[src/rtl/stage_if.sv]
// Instruction-fetch stage with IF/ID pipeline register.
// Issues one IM request at a time, buffers an early response under stall, applies redirects.

module stage_if #(
    parameter logic [31:0] RESET_PC = 32'h0001_0000,
    parameter logic [31:0] NOP_INST = 32'h0000_0013
) (
    input  logic        clk,
    input  logic        rst,
    input  logic        hazard_stall_i,
    input  logic        MemStall_i,
    input  logic        redirect_i,
    input  logic [31:0] redirect_pc_i,
    input  logic        flush_i,
    input  logic [31:0] trap_pc_i,
    output logic        im_req_o,
    output logic [31:0] im_addr_o,
    input  logic        im_valid_i,
    input  logic [31:0] im_rdata_i,
    output logic [31:0] pc_o,
    output logic [31:0] pc4_o,
    output logic [31:0] inst_o,
    output logic        if_stall_o
);

    typedef enum logic [1:0] {
        StFetch,
        StKill,
        StHold
    } state_e;

    state_e      state_q;
    logic [31:0] fetch_pc_q;
    logic [31:0] buf_inst_q;
    logic [31:0] pc_q;
    logic [31:0] pc4_q;
    logic [31:0] inst_q;
    logic [31:0] im_addr_q;
    logic        im_req_q;
    logic        if_stall_q;

    logic        stall;
    logic        redir;
    logic [31:0] target;
    logic [31:0] fetch_pc4;

    assign stall     = hazard_stall_i | MemStall_i;
    // A data-memory stall freezes the whole front end, so redirects wait for it.
    assign redir     = (flush_i | redirect_i) & ~MemStall_i;
    assign target    = (flush_i ? trap_pc_i : redirect_pc_i) & 32'hFFFF_FFFC;
    assign fetch_pc4 = fetch_pc_q + 32'd4;

    always_ff @(posedge clk or posedge rst) begin
        if (rst) begin
            state_q    <= StFetch;
            fetch_pc_q <= RESET_PC;
            buf_inst_q <= NOP_INST;
            pc_q       <= '0;
            pc4_q      <= '0;
            inst_q     <= NOP_INST;
            im_req_q   <= 1'b0;
            im_addr_q  <= '0;
            if_stall_q <= 1'b1;
        end else if (redir) begin
            fetch_pc_q <= target;
            buf_inst_q <= NOP_INST;
            pc_q       <= '0;
            pc4_q      <= '0;
            inst_q     <= NOP_INST;
            if_stall_q <= 1'b1;
            if (state_q == StKill) begin
                // Still waiting out the stale response; only the target moves.
                if (im_valid_i) begin
                    state_q   <= StFetch;
                    im_addr_q <= target;
                end
            end else if (state_q == StFetch && im_req_q && !im_valid_i) begin
                state_q <= StKill;
            end else begin
                state_q   <= StFetch;
                im_req_q  <= 1'b1;
                im_addr_q <= target;
            end
        end else begin
            if_stall_q <= 1'b1;
            unique case (state_q)
                StFetch: begin
                    if (!im_req_q) begin
                        im_req_q  <= 1'b1;
                        im_addr_q <= fetch_pc_q;
                        if (!stall) begin
                            pc_q   <= '0;
                            pc4_q  <= '0;
                            inst_q <= NOP_INST;
                        end
                    end else if (im_valid_i) begin
                        if_stall_q <= 1'b0;
                        if (!stall) begin
                            pc_q       <= fetch_pc_q;
                            pc4_q      <= fetch_pc4;
                            inst_q     <= im_rdata_i;
                            fetch_pc_q <= fetch_pc4;
                            im_addr_q  <= fetch_pc4;
                        end else begin
                            buf_inst_q <= im_rdata_i;
                            im_req_q   <= 1'b0;
                            state_q    <= StHold;
                        end
                    end else if (!stall) begin
                        pc_q   <= '0;
                        pc4_q  <= '0;
                        inst_q <= NOP_INST;
                    end
                end
                StKill: begin
                    if (im_valid_i) begin
                        state_q   <= StFetch;
                        im_addr_q <= fetch_pc_q;
                    end
                end
                StHold: begin
                    if_stall_q <= 1'b0;
                    if (!stall) begin
                        pc_q       <= fetch_pc_q;
                        pc4_q      <= fetch_pc4;
                        inst_q     <= buf_inst_q;
                        buf_inst_q <= NOP_INST;
                        fetch_pc_q <= fetch_pc4;
                        state_q    <= StFetch;
                        im_req_q   <= 1'b1;
                        im_addr_q  <= fetch_pc4;
                    end
                end
                default: state_q <= StFetch;
            endcase
        end
    end

    assign im_req_o   = im_req_q;
    assign im_addr_o  = im_addr_q;
    assign pc_o       = pc_q;
    assign pc4_o      = pc4_q;
    assign inst_o     = inst_q;
    assign if_stall_o = if_stall_q;

endmodule

[config.mk]
export PLATFORM = sky130hd
export DESIGN_NAME = stage_if
export DESIGN_NICKNAME = d
export VERILOG_FILES = /design/src/rtl/stage_if.sv
export SDC_FILE = /design/constraint.sdc
export NUM_CORES = 1
export LEC_CHECK = 0
export BUFFER_PORTS_ARGS = -buffer_cell sky130_fd_sc_hd__buf_2
export CORE_AREA = 3 3 179 181
export DETAILED_ROUTE_END_ITERATION = 10
export DIE_AREA = 0 0 182 184
export SETUP_SLACK_MARGIN = 0.4
export SKIP_CTS_REPAIR_TIMING = 1
export SYNTH_ARGS = -nofsm -noshare
export SYNTH_HDL_FRONTEND = slang
export SYNTH_SLANG_ARGS = --single-unit
[constraint.sdc]
create_clock -name clk -period 8.59 [get_ports clk]
set_clock_uncertainty 0.15 [all_clocks]
set_input_delay 1.718 -clock clk [delete_from_list [all_inputs] [get_ports clk]]
set_output_delay 1.718 -clock clk [all_outputs]
set_load 0.01 [all_outputs]
==> flow_summary.ini <==
[global_routing]
grt_max_degree = 120
grt_pass1_vias = 9560
overflow = 0
grtUsageMet3_pct = 6.688
use_met2_pct = 33.29
grt_pass1_wl_um = 56740
grt.busiest_layer = met2
met1_usage_pct = 28.55
grt.total_usage_pct = 21.42
antenna_found_initial = 6

[finish]
area_growth_pct = 18.88
drive_above_1_share_pct = 22.92
finalInstanceArea_um2 = 12630
fin_nets = 1473
n_fill_cell = 3087
regArea_um2 = 4865
multi_input_area_um2 = 5293
n_antenna_cell = 0

[clock_tree]
root_buffer = clkbuf_16
clkSinkCount = 194
htree_levels = 4
numCtsBuffers = 17
clockBufferDepth = 2
insertion_delay_ns = 0.44
cts_tree = yes
clk_pin_slew_ns = 0.08

[drt]
vias = 9933
avgViaCountPerCell = 5.596
drt_iter0_markers = 803
firstDrtPassIters = 8
drc = 0
drt-total-wl_um = 36390
post_drt_wl_per_cell_um = 20.50
ant_nets = 0

[synthesis]
synthesis.area_um2 = 10620
synthCells = 1221
ys_top_cells_by_area = dfrtp_1, nand2_1, o21ai_0
synth.top_cell.area_share_pct = 43.82
synth_edf_count = 0
avgSynthCellArea_um2 = 8.699
ys_warn_count = 0
synth_most_common_cell = nand2_1
synth_nets = 1328
synthTopCellsByCount = nand2_1, dfrtp_1, o21ai_0, a21oi_1, nor2_1
synth_seq_area_share_pct = 45.80
netlist-cell-type-count = 77
synthArstFlopShare_pct = 100.0
yosys_register_bits = 194
ys.flop_type = dfrtp_1
yosysTopAreaCell = dfrtp_1

[floorplan]
rows = 64
die_h_um = 184
dieArea_um2 = 33490
ios = 233
core_um2 = 30590
fp.dieW_um = 182
start_util_pct = 34.72

[power]
p_seq_share_pct = 36.9
clkPwrFrac_pct = 20.3
ir_worst_vdd_mv = 0.1534
p_switching_mw = 2.058
leakagePower_nw = 5.660
combPwrFrac_pct = 42.9
p_int_mw = 2.522
cellPowerDensity_nw_per_um2 = 362.7
switching_share_pct = 44.94
p_total_mw = 4.579

[critical_path]
critPathLaunchType = input port
end_kind = flip-flop
r2r-start = state_q[0]$_DFFE_PP0P_
crit_start = flush_i
worst-path-max-fanout = 54
cp.arrival_ns = 4.69
path_class = input port to flip-flop
critPathRequiredTime_ns = 8.74
ff2ff_setup_slack_ns = 4.99

[sta]
hold_viol = 0
rsz0062_at_grt = no
tns_ns = 0
finalCritPeriodShare_pct = 52.87
tightest_slew_ns = 1.186
slew_headroom_pct = 20.65
fin_ws_ns = 4.049
finalSetupViolations = 0
worst_hold_slack_ns = 0.3278
fmax_mhz = 220.2
drv_slew = 0
layout_min_cycle_time_ns = 4.541

[worst_hold_path]
min_path_type = flip-flop to flip-flop
min_from = pc4_o[27]$_DFFE_PP0P_

[placed_design]
place_area_um2 = 11960
place_ws_ns = 3.643
gp_congestion = 0.8765
dp_hpwl_um = 23990
port-buffer-count = 228

[run]
maxCapViolCount = 0

[outcome]
outcome = finished clean
## sequential cells by signal (all words and copies together) (netlist names)
register / flops
im_req_o: 1
pc4_o: 32
pc_o: 32
fetch_pc_q: 30
if_stall_o: 1
im_addr_o: 32
state_q: 2
buf_inst_q: 32
inst_o: 32
## worst max-delay path, cell delays in order
cell and delay (ns):
buf_2 0.09, buf_4 0.30, o21bai_4 0.37, buf_4 0.41, buf_4 0.54, nand2_1 0.58, a2111oi_0 0.54, a311oi_1 0.10
## through the flow
| stage | instances | util [%] |
|---|---|---|
| after floorplan | 1221 | - |
| after global placement | 1743 | 39.08 |
| after detailed placement | 1743 | 39.08 |
| after CTS | 1775 | 41.28 |
| after global routing | 1775 | 41.28 |
| final | 1775 | 41.28 |
## per-layer routing
| layer | vias to the layer above | share of wire (%) |
|---|---|---|
| met1 | 4720 | 43 |
| met2 | 437 | 45 |
| met5 | - | 0.17 |
| li1 | 4690 | - |
| met3 | 74 | 9.8 |
| met4 | 12 | 3.0 |
## cell families (layout without fill, tap and decap cells)
| logic type | count (synthesis) | in the layout | synth area share [%] |
|---|---|---|---|
| compound gates | 435 | 435 | 26.52 |
| simple gates | 418 | 418 | 18.18 |
| flops | 194 | 194 | 45.80 |
| buf+inv | 126 | 284 | 5.160 |
| xor+xnor | 27 | 27 | 2.226 |
| mux | 17 | 17 | 1.649 |
| fa+ha+maj | 4 | 4 | 0.4712 |
## power groups by stage
stage | clock network [mW] | registers (mW) | logic (mW)
2_1_floorplan | 0 | 1.58 | 1.35
4_1_cts | 0.952 | 1.68 | 1.96
3_5_place_dp | 0 | 1.69 | 1.96
6_report | 0.928 | 1.69 | 1.96
3_3_place_gp | 0 | 1.68 | 1.93
5_1_grt | 0.990 | 1.75 | 2.18
## layout make-up
cell class,count,share of cell area (%)
clock buffer,17,3.369
tap,396,3.924
timing repair buffer,245,10.05
multi-input combinational,901,41.91
inverter,7,0.2675
clock inverter,15,1.952
sequential,194,38.53
## cells in the final DEF, fill, tap and decap left out, types with 10 or more instances in the layout
master and instances:
a21oi_1 96, buf_2 228, nand3_1 22, nor3_1 12, a31oi_1 18, dfrtp_1 186
nor2b_1 20, xnor2_1 18, buf_4 17, o31ai_1 12, o21ai_0 131, nand2_1 198
a211oi_1 23, mux2i_1 13, clkbuf_16 17, nor2_1 95, a22oi_1 30, nor4_1 10
a221oi_1 12, a22o_1 28
## final timing paths
path,endpoint,cells after the start
max reg2reg,im_addr_o[9]$_DFFE_PP0P_,8
min in group asynchronous,pc_o[7]$_DFFE_PP0P_,2
max in group asynchronous,fetch_pc_q[29]$_DFFE_PP0P_,3
min,pc4_o[27]$_DFFE_PP0P_,2
min reg2reg,pc4_o[27]$_DFFE_PP0P_,2
max,im_addr_o[10]$_DFFE_PP0P_,8
No activity file was read; power rests on OpenSTA's default activity.
